**config.mk**
```make
export PLATFORM = sky130hd
export DESIGN_NAME = prog_clock_divider
export DESIGN_NICKNAME = d
export VERILOG_FILES = /design/src/rtl/prog_clock_divider.sv
export SDC_FILE = /design/constraint.sdc
export NUM_CORES = 1
export LEC_CHECK = 0
export CORE_AREA = 8 8 69 71
export DETAILED_ROUTE_END_ITERATION = 8
export DIE_AREA = 0 0 77 79
export GPL_TIMING_DRIVEN = 0
export PLACE_DENSITY = 0.87
export SLEW_MARGIN = 10
export SYNTH_ARGS = -nofsm -noshare
export SYNTH_HDL_FRONTEND = slang
export SYNTH_SLANG_ARGS = --single-unit
export TNS_END_PERCENT = 10
```
**constraint.sdc**
```tcl
create_clock -name clk -period 9.7 [get_ports clk]
set_clock_uncertainty 0.15 [all_clocks]
set_input_delay 2.425 -clock clk [delete_from_list [all_inputs] [get_ports clk]]
set_output_delay 2.425 -clock clk [all_outputs]
set_load 0.1 [all_outputs]
```
**src/rtl/prog_clock_divider.sv**
```systemverilog
// prog_clock_divider: runtime-programmable divided clock plus a bank of free-running power-of-two taps.
// Optional build macro CLKDIV_ODD_DUTY50_EN: exact 50% duty on odd ratios using one negedge flop.
module prog_clock_divider #(
    parameter int CNT_W       = 8,
    parameter int TAP_N       = 4,
    parameter int DEFAULT_DIV = 4
) (
    input  logic             clk,
    input  logic             rst,
    input  logic             en,
    input  logic [CNT_W-1:0] div_val,
    input  logic             div_load,
    output logic             div_busy,
    output logic             div_err,
    output logic             clk_out,
    output logic             clk_out_tick,
    output logic [TAP_N-1:0] taps
);
    localparam logic [1:0] S_IDLE = 2'd0;
    localparam logic [1:0] S_RUN  = 2'd1;
    localparam logic [1:0] S_PEND = 2'd2;
    localparam logic [CNT_W-1:0] DEF_DIV = CNT_W'(DEFAULT_DIV);

    logic [1:0]       state_q, state_d;
    logic [CNT_W-1:0] cnt_q, cnt_d;
    logic [CNT_W-1:0] active_q, active_d;
    logic [CNT_W-1:0] pend_q, pend_d;
    logic [CNT_W-1:0] hi_d;
    logic [TAP_N-1:0] taps_q, taps_d;
    logic             clk_pos_q, clk_pos_d;
    logic             tick_q, tick_d;
    logic             err_q, err_d;
    logic             wrap, load_ok, run_d;

    assign wrap    = cnt_q == active_q - CNT_W'(1);
    assign err_d   = div_load && (div_val < CNT_W'(2) || state_q == S_PEND);
    assign load_ok = div_load && !err_d;

    // Next-state logic: ratio changes and stops only land on period boundaries.
    always_comb begin
        state_d  = state_q;
        cnt_d    = '0;
        active_d = active_q;
        pend_d   = pend_q;
        taps_d   = taps_q + TAP_N'(1);
        case (state_q)
            S_IDLE: begin
                state_d = en ? S_RUN : S_IDLE;
                if (load_ok) active_d = div_val;
            end
            S_RUN: begin
                cnt_d = wrap ? '0 : cnt_q + CNT_W'(1);
                if (wrap && !en) begin
                    state_d = S_IDLE;
                    if (load_ok) active_d = div_val;
                end else if (load_ok) begin
                    state_d = S_PEND;
                    pend_d  = div_val;
                end
            end
            default: begin
                cnt_d = wrap ? '0 : cnt_q + CNT_W'(1);
                if (wrap) begin
                    active_d = pend_q;
                    state_d  = en ? S_RUN : S_IDLE;
                end
            end
        endcase
`ifdef CLKDIV_ODD_DUTY50_EN
        hi_d      = active_d >> 1;
`else
        hi_d      = (active_d >> 1) + CNT_W'(active_d[0]);
`endif
        run_d     = state_d != S_IDLE;
        clk_pos_d = run_d && (cnt_d < hi_d);
        tick_d    = run_d && (cnt_d == '0);
    end

    // Divider state, counters and registered outputs; reset truncates any period in flight.
    always_ff @(posedge clk or negedge rst) begin
        if (!rst) begin
            state_q   <= S_IDLE;
            cnt_q     <= '0;
            active_q  <= DEF_DIV;
            pend_q    <= DEF_DIV;
            taps_q    <= '0;
            clk_pos_q <= 1'b0;
            tick_q    <= 1'b0;
            err_q     <= 1'b0;
        end else begin
            state_q   <= state_d;
            cnt_q     <= cnt_d;
            active_q  <= active_d;
            pend_q    <= pend_d;
            taps_q    <= taps_d;
            clk_pos_q <= clk_pos_d;
            tick_q    <= tick_d;
            err_q     <= err_d;
        end
    end

`ifdef CLKDIV_ODD_DUTY50_EN
    logic neg_q, neg_d;

    // Half-cycle copy of the posedge output, only used to stretch odd-ratio high phases.
    always_comb begin
        neg_d = active_q[0] & clk_pos_q;
    end

    // Negedge stage: ORed with the posedge output to give N/2 clocks high on odd N.
    always_ff @(negedge clk or negedge rst) begin
        if (!rst) neg_q <= 1'b0;
        else      neg_q <= neg_d;
    end

    assign clk_out = clk_pos_q | neg_q;
`else
    assign clk_out = clk_pos_q;
`endif

    assign clk_out_tick = tick_q;
    assign div_busy     = state_q == S_PEND;
    assign div_err      = err_q;
    assign taps         = taps_q;
endmodule

```
==> out/qor.yml, run 1 <==
grt_pass1_wl_um: 7750
nFillCells: 313
final-setup-viol-count: 0
combPwrFrac_pct: 7.4
cts_buffer_depth: 2
grt_remaining_overflow: 0
clock_power_share_pct: 40.2
switchingPower_w: 0.0000620
syn-num-nets: 248
place.gp.congestion: 0.911
dr_total_vias: 1762
synth_warnings: 0
grt_max_degree: 34
synth.cell_area_um2: 2090
final_common_cell: "dfrtp_1"
port_buffers: 19
syn2layout_area_growth_pct: 16.2
startpoint_type: "primary input"
max_freq_ghz: 0.154
cts_inserted_buffers: 5
routed-wl-met2_um: 2420
yosysUniqueCellTypes: 45
coreArea_um2: 3800
ioPinCount: 20
nets: 274
synth_seq_cells: 33
vdd_drop_max_v: 0.0000973
track_usage_pct: 15.8
grt_pass1_vias: 1656
clk_latency_ns: 0.29
powerDensity_nw_per_um2: 109
mostFrequentLayoutCells: "31 x dfrtp_1, 22 x nor2_1, 19 x nand2_1"
status: "finished clean"
power_switching_share_pct: 23.3
htree_levels: 2
fp.dieW_um: 77
postCtsSetupBuffers: 0
hold_depth: 1
r2r_cells: 19
setup_ws_ns: 3.21
dr_wl_met3_um: 265
syn_inst: 224
rows: 23
arrival_ns: 6.55
final-hold-violation-count: 0
diodes: 0
dominantRegCellSynth: "dfrtp_1"
wl_per_cell_um: 15.7
hold_buffers: 0
netlist.area_leader.share_pct: 37.1
relSlewSlack_pct: 34.9
place_ws_ns: 3.04
cts_tree: "done"
hold_path_class: "flip-flop to flip-flop"
rsz0062_at_grt: "false"
yosysSeqAreaShare_pct: 39.6
viasPerCell: 5.85
ys_top_cells_by_area: "dfrtp_1 37%, ha_1 7.2%, xnor2_1 6.3%"
clkTransAtPathRegs_ns: 0.06
remaining_drc_errors: 0
first_pass_iters: 5
top_layer: "met4"
syn_area_per_cell_um2: 9.33
cts_resized: 0
worstMarginPinSlew_ns: 0.974
cts_root_buffer: "clkbuf_8"
cts_num_sinks: 33
crit_fanout: 10
critPathCaptureType: "flip-flop"
maxSlewViolCount: 0
dieHeight_um: 79
p_seq_share_pct: 52.4
ant_nets: 0
post-route-period-util_pct: 66.9
async_reset_ff_share_pct: 100
leakage_nw: 1.07
period_needed_ns: 6.49
wl_um: 4740
start_util_pct: 55.0
drt_iter0_drc: 144
p_int_w: 0.000204
drive_above_1_share_pct: 10.8
met1_length_um: 1960
synth_edf_count: 0
worstSetupPathType: "primary input to flip-flop"
yosysTopAreaCell: "dfrtp_1"
die_area_um2: 6080
cp.required_ns: 9.76
fin_tns_setup_ns: 0
hpwl_um: 3430
antenna_found_initial: 0
max_cap_violations: 0
-- worst paths after layout --
kind	start	end	slack, ns
setup / recovery	div_val[4]	clk_out$_DFF_PN0_	3.21
hold reg to reg	taps[3]$_DFF_PN0_	taps[3]$_DFF_PN0_	0.33
max in group asynchronous	rst	pend_q[0]$_DFFE_PN0P_	6.88
min in group asynchronous	rst	cnt_q[3]$_DFF_PN0_	2.05
hold / removal	taps[3]$_DFF_PN0_	taps[3]$_DFF_PN0_	0.33
setup reg to reg	active_q[0]$_DFF_PN0_	clk_out$_DFF_PN0_	5.01
-- logic make-up (layout without fill, tap and decap cells) --
group / Yosys count / after routing / synth area share, %
mux: 10 / 10 / 5.45
compound gates: 38 / 38 / 12.7
fa+ha+maj: 12 / 12 / 7.18
flops: 33 / 33 / 39.6
xor+xnor: 25 / 25 / 10.5
simple gates: 83 / 83 / 19.9
buf+inv: 23 / 50 / 4.67
-- per-layer routing --
metal	global-route usage, %	up-vias
li1	-	848
met1	19.2	841
met2	26.3	64
met3	3.27	9
met4	7.36	0
met5	0	-
-- metrics by stage --
stage               hold WS (ns)  cell area, um^2  utilization (%)  total power [W]  instances
finish                     0.334             2430             63.9         0.000266        301
CTS                        0.340             2430             63.9         0.000268        301
global placement           0.315             2340             61.7         0.000161        293
floorplan                  0.300             2090                -         0.000150        224
detailed placement         0.312             2340             61.6         0.000161        293
global route               0.366             2430             63.9         0.000275        301
-- worst max-delay path, cell delays in order --
cell and delay (ns):
clkdlybuf4s50_1 0.56, nor4_1 0.10, a21boi_0 0.21, clkbuf_1 0.37
nand3_1 0.13, nor4_1 0.45, nor2_1 0.19, o22ai_1 0.22
nor2_1 0.09, ha_1 0.21, ha_1 0.21, and2_1 0.15
nand2_1 0.09, xor2_1 0.22, ha_1 0.28, a21oi_1 0.17
o22ai_1 0.10, a211o_1 0.27, a21oi_1 0.10
-- Yosys cell counts, types with 2 or more instances --
master	number
o21ai_0	7
nor3_1	6
ha_1	12
nor4_1	4
o41ai_1	2
mux2_2	7
and2_1	3
xnor2_1	15
clkbuf_1	4
o22ai_1	4
and3_1	2
dfrtp_1	31
o221ai_1	2
a21boi_0	2
inv_1	13
nor2b_1	2
buf_2	3
o211ai_1	3
nand2_1	19
nor2_1	22
mux2i_1	2
nand3_1	16
a21oi_1	9
xor2_1	10
nand4_1	3
dfstp_2	2
-- state kept, by name, summed over array words and instances (netlist names) --
register and count:
pend_q 8, active_q 8, state_q 2, clk_out_tick 1, cnt_q 8, div_err 1
clk_out 1, taps 4
-- power by group through the flow --
stage | Sequential (W) | Clock (W) | Combinational (W)
after detailed placement | 0.000142 | 0 | 0.0000195
final | 0.000139 | 0.000107 | 0.0000198
after global routing | 0.000139 | 0.000114 | 0.0000218
after floorplan | 0.000145 | 0 | 0.00000572
after global placement | 0.000142 | 0 | 0.0000195
after CTS | 0.000139 | 0.000109 | 0.0000199
-- area by class of cell --
class / count / area, um^2 / share of cell area (%)
tap: 50 / 62.6 / 2.58
buffer: 9 / 45.0 / 1.85
multi-input combinational: 168 / 1160 / 48.0
sequential: 33 / 828 / 34.1
inverter: 14 / 52.6 / 2.16
clock buffer: 8 / 90.1 / 3.71
timing repair buffer: 19 / 185 / 7.62
No activity file was read; power rests on OpenSTA's default activity.
==> run 2, diff against run 1 <==
CORE_AREA = 8 8 70 72   (was 8 8 69 71)
DIE_AREA = 0 0 78 80   (was 0 0 77 79)
PLACE_DENSITY = 0.84   (was 0.87)
clock period = 6.5 ns   (was 9.7 ns; I/O delays follow)
==> out/qor.yml, run 2 (same netlist as run 1, synthesis figures left out) <==
status: "finished clean"
startpoint_type: "primary input"
path_depth: 18  # -1
clkTransAtPathRegs_ns: 0.07  # about the same
cts_root_buffer: "clkbuf_8"
mostFrequentLayoutCells: "31 x dfrtp_1, 22 x nor2_1, 19 x nand2_1"
setup_ws_ns: 0.827  # -2.38 ns
dieHeight_um: 80  # +1.3%
relSlewSlack_pct: 34.7  # -0.21 points
place.gp.congestion: 0.868  # -4.8%
cts_buffer_depth: 2  # unchanged
final_common_cell: "dfrtp_1"
max_freq_ghz: 0.176
r2r_slack_ns: 1.78  # -3.23 ns
htree_levels: 2  # unchanged
maxSlewViolCount: 0  # unchanged
hpwl_um: 3470  # +1.4%
port_buffers: 19  # unchanged
cts_tree: "done"
rsz0062_at_grt: "false"
place_ws_ns: 0.619  # -2.42 ns
start_util_pct: 54.2  # -0.82 points
r2r-end: "clk_out$_DFF_PN0_"
first_pass_iters: 4  # -1
grt_max_degree: 34  # unchanged
syn2layout_area_growth_pct: 17.4
max_cap_violations: 0  # unchanged
cp_cell_sequence: "clkdlybuf4s50_1, nor4_1, a21boi_0, clkbuf_1, nand3_1, nor4_1, nor2_1, o221ai_1, ha_1, ha_1, and2_1, nand4_1, xor2_1, ha_1, a21oi_1, o22ai_1, a211o_1, a21oi_1"
critPathBufInv: 2  # unchanged
viasPerCell: 5.89  # +0.57%
cts_num_sinks: 33  # unchanged
dr_total_vias: 1772  # +0.57%
wl_per_cell_um: 15.8  # +0.51%
nFillCells: 308  # -1.6%
powerDensity_nw_per_um2: 178  # +63%
coreArea_um2: 3860  # +1.5%
grt_pass1_wl_um: 7670  # -0.98%
final-hold-violation-count: 0  # unchanged
critPathCaptureType: "flip-flop"
crit_path_end: "clk_out$_DFF_PN0_"
cpMostUsedCell: "ha_1"
die_area_um2: 6240  # +2.6%
crit_fanout: 10  # unchanged
grt_pass1_vias: 1628  # -1.7%
post-route-period-util_pct: 87.3
remaining_drc_errors: 0  # unchanged
antenna_found_initial: 0  # unchanged
worstMarginPinSlew_ns: 0.977  # +0.00313 ns
drt_iter0_drc: 173  # +20%
fp.dieW_um: 78  # +1.3%
rows: 23  # unchanged
r2r_cells: 20  # +1
worstReg2RegStart: "active_q[0]$_DFF_PN0_"
postCtsSetupBuffers: 0  # unchanged
arrival_ns: 5.73  # -0.82 ns
nets: 274  # unchanged
worstSetupPathType: "primary input to flip-flop"
cts_inserted_buffers: 5  # unchanged
vdd_drop_max_v: 0.000164  # +69%
clk_latency_ns: 0.29  # about the same
cp_slowest_stage_delay_ns: 0.55  # about the same
hold_buffers: 0  # unchanged
top_regs: "active_q: 8 flops, cnt_q: 8 flops, pend_q: 8 flops"
cts_resized: 0  # unchanged
final-setup-viol-count: 0  # unchanged
period_needed_ns: 5.67
grt_remaining_overflow: 0  # unchanged
cp_slowest_cell: "clkdlybuf4s50_1"
hold_path_class: "flip-flop to flip-flop"
startpoint: "div_val[4]"
path_delay_family: "compound AO/OA/AOI/OAI gates"
wl_um: 4760  # +0.51%
ant_nets: 0  # unchanged
fin_tns_setup_ns: 0  # unchanged
diodes: 0  # unchanged
ioPinCount: 20  # unchanged
leakage_nw: 1.08  # +1.2%
track_usage_pct: 15.5  # -0.25 points
drive_above_1_share_pct: 11.2  # +0.40 points
cp.required_ns: 6.56  # -3.20 ns
## run 2: cell types whose count changed in the layout (fill, tap and decap cells not counted), sizes merged
cell    before  now
bufinv       0    1
clkbuf      12   11
## run 2: layer usage
layer / up-vias / GRT usage (%) / share of wire [%]
li1: 845 / - / -
met1: 852 / 18.5 / 43
met2: 63 / 25.8 / 49
met3: 12 / 4.17 / 6.0
met4: 0 / 6.67 / 2.3
met5: - / 0 / 0
## run 2: worst min path at each step
stage,start,endpoint,slack [ns],depth (start not counted)
after floorplan,pend_q[6]$_DFFE_PN0P_,pend_q[6]$_DFFE_PN0P_,0.30,2
after global placement,taps[3]$_DFF_PN0_,taps[3]$_DFF_PN0_,0.31,1
after detailed placement,taps[3]$_DFF_PN0_,taps[3]$_DFF_PN0_,0.32,1
after CTS,taps[3]$_DFF_PN0_,taps[3]$_DFF_PN0_,0.33,1
after global routing,taps[3]$_DFF_PN0_,taps[3]$_DFF_PN0_,0.34,1
final,taps[3]$_DFF_PN0_,taps[3]$_DFF_PN0_,0.33,1
## run 2: area by class of cell
type	instances	area (um^2)	area share (%)
Sequential cell	33	828	33.7
Clock inverter	1	30.0	1.22
Inverter	14	52.6	2.14
Tap cell	50	62.6	2.55
Clock buffer	7	86.3	3.52
Multi-Input combinational cell	168	1160	47.5
Timing Repair Buffer	19	185	7.54
Buffer	9	45.0	1.83
## run 2: worst register-to-register path, stage by stage (launching register included)
cell and delay (ns):
dfrtp_1 0.40, inv_1 0.09, ha_1 0.31, xor2_1 0.13, nand2_1 0.09, or4_1 0.60, or3_1 0.35, buf_6 0.15
o21ai_2 0.26, o22ai_1 0.13, nor2_1 0.17, ha_1 0.21, ha_1 0.19, and2_1 0.15, nand4_1 0.11, xor2_1 0.18
ha_1 0.31, a21oi_1 0.16, o22ai_1 0.09, a211o_1 0.27, a21oi_1 0.13
## run 2: power breakdown
part	internal, W	switching (W)	total, W
clock	0.000125	0.0000761	0.000201
combinational	0.0000110	0.0000184	0.0000294
sequential	0.000207	0.00000101	0.000208
total	0.000343	0.0000956	0.000438
## run 2: metrics by stage
step / hold WS [ns] / util (%) / instance area (um^2) / total power, W / cells
global placement: 0.313 / 60.8 / 2340 / 0.000241 / 293
detailed placement: 0.318 / 60.6 / 2340 / 0.000241 / 293
finish: 0.327 / 63.7 / 2450 / 0.000438 / 301
global route: 0.336 / 63.7 / 2450 / 0.000450 / 301
floorplan: 0.300 / - / 2090 / 0.000224 / 224
CTS: 0.330 / 63.7 / 2450 / 0.000442 / 301
==> run 3, diff against run 2 <==
CORE_AREA = 2 2 64 66   (was 8 8 70 72)
DIE_AREA = 0 0 66 68   (was 0 0 78 80)
==> out/qor.yml, run 3 (same netlist as run 1, synthesis figures left out) <==
fp.dieW_um: 66  # -15%
status: "finished clean"
cp.required_ns: 6.55  # about the same
wl_um: 4470  # -6.1%
wl_per_cell_um: 14.9  # -6.1%
nets: 274  # unchanged
critPathBufInv: 3  # +1
power_w: 0.000390  # -11%
cp_slowest_cell: "clkdlybuf4s50_1"
relSlewSlack_pct: 34.8  # +0.13 points
worstMarginPinSlew_ns: 0.975  # -0.00197 ns
syn2layout_area_growth_pct: 16.0
drt_iter0_drc: 107  # -38%
diodes: 0  # unchanged
multi_input_comb_area_um2: 1160  # unchanged
dr_total_vias: 1736  # -2.0%
cts_inserted_buffers: 5  # unchanged
setup_ws_ns: 0.819  # -0.00778 ns
area.sequential_um2: 828  # unchanged
path_delay_family: "simple AND/OR/NAND/NOR gates"
rows: 23  # unchanged
viasPerCell: 5.77  # -2.0%
post-route-period-util_pct: 87.4  # +0.12 points
cp_slowest_stage_delay_ns: 0.55  # about the same
utilization_pct: 62.9  # -0.78 points
period_needed_ns: 5.68  # +0.00778 ns
grt_pass1_wl_um: 7600  # -0.99%
leakage_nw: 1.07  # -1.3%
coreArea_um2: 3860  # unchanged
final_common_cell: "dfrtp_1"
hold_buffers: 0  # unchanged
cts_num_sinks: 33  # unchanged
path_depth: 18  # unchanged
cts_root_buffer: "clkbuf_8"
max_freq_ghz: 0.176  # -0.14%
max_cap_violations: 0  # unchanged
crit_fanout: 10  # unchanged
rsz0062_at_grt: "false"
vdd_drop_max_v: 0.000133  # -19%
final-setup-viol-count: 0  # unchanged
cts_buffer_depth: 2  # unchanged
powerDensity_nw_per_um2: 161  # -9.9%
hpwl_um: 3410  # -1.7%
critPathCaptureType: "flip-flop"
arrival_ns: 5.74  # about the same
postCtsSetupBuffers: 0  # unchanged
hold_depth: 1  # unchanged
port_buffers: 19  # unchanged
final-hold-violation-count: 0  # unchanged
grt_pass1_vias: 1631  # +0.18%
drive_above_1_share_pct: 11.6  # +0.40 points
top_regs: "active_q: 8 flops, cnt_q: 8 flops, pend_q: 8 flops"
worstSetupPathType: "primary input to flip-flop"
antenna_found_initial: 0  # unchanged
place.gp.congestion: 0.844  # -2.7%
clkTransAtPathRegs_ns: 0.07  # about the same
nFillCells: 334  # +8.4%
cp_cell_sequence: "clkdlybuf4s50_1, nor4_1, a21boi_0, clkbuf_1, nand3_1, nor4_1, nor2_1, o221ai_1, ha_1, inv_1, a311oi_2, nand3_1, nand3b_1, ha_1, nand3_1, o22ai_1, a211o_1, a21oi_1"
die_area_um2: 4490  # -28%
grt_remaining_overflow: 0  # unchanged
mostFrequentLayoutCells: "31 x dfrtp_1, 22 x nor2_1, 19 x nand2_1"
ant_nets: 0  # unchanged
clk_latency_ns: 0.30  # about the same
start_util_pct: 54.2  # unchanged
startpoint_type: "primary input"
maxSlewViolCount: 0  # unchanged
dieHeight_um: 68  # -15%
remaining_drc_errors: 0  # unchanged
fin_tns_setup_ns: 0  # unchanged
r2r_cells: 20  # unchanged
ioPinCount: 20  # unchanged
cts_tree: "done"
htree_levels: 2  # unchanged
place_ws_ns: 0.581  # -0.0383 ns
first_pass_iters: 4  # unchanged
track_usage_pct: 22.6  # +7.1 points
grt_max_degree: 34  # unchanged
cpMostUsedCell: "nand3_1"
hold_path_class: "flip-flop to flip-flop"
cts_resized: 0  # unchanged
-- run 3: worst paths after layout --
path	start	endpoint	slack (ns)
min	taps[3]$_DFF_PN0_	taps[3]$_DFF_PN0_	0.33
max reg2reg	active_q[0]$_DFF_PN0_	clk_out$_DFF_PN0_	1.80
max	div_val[4]	clk_out$_DFF_PN0_	0.82
min in group asynchronous	rst	active_q[5]$_DFF_PN0_	1.24
min reg2reg	taps[3]$_DFF_PN0_	taps[3]$_DFF_PN0_	0.33
max in group asynchronous	rst	cnt_q[7]$_DFF_PN0_	4.49
-- run 3: stage by stage --
stage | std cells | hold slack [ns] | area [um^2]
2_1_floorplan | 224 | 0.300 | 2090
3_3_place_gp | 293 | 0.313 | 2340
6_report | 301 | 0.325 | 2420
5_1_grt | 301 | 0.374 | 2420
4_1_cts | 301 | 0.331 | 2420
3_5_place_dp | 293 | 0.312 | 2340
-- run 3: area by class of cell --
| type | count | area share [%] |
|---|---|---|
| buffer | 9 | 1.86 |
| clock buffer | 5 | 2.84 |
| clock inverter | 3 | 0.722 |
| inverter | 14 | 2.17 |
| multi-input combinational | 168 | 48.0 |
| sequential | 33 | 34.2 |
| tap | 50 | 2.58 |
| timing repair buffer | 19 | 7.64 |
-- run 3: routing by layer --
metal  vias to the layer above  wire length (um)  GRT usage (%)
met5                         -                 0              0
met4                         0               128           11.7
met3                        14               221           5.26
met2                        55              2150           35.7
met1                       818              1970           29.2
li1                        849                 -              -
-- run 3: power by group --
group          switching, W  internal (W)  leakage (nW)
clock             0.0000792     0.0000738        0.0439
sequential      0.000000944      0.000207         0.414
combinational     0.0000185     0.0000110         0.610
total             0.0000986      0.000291          1.07
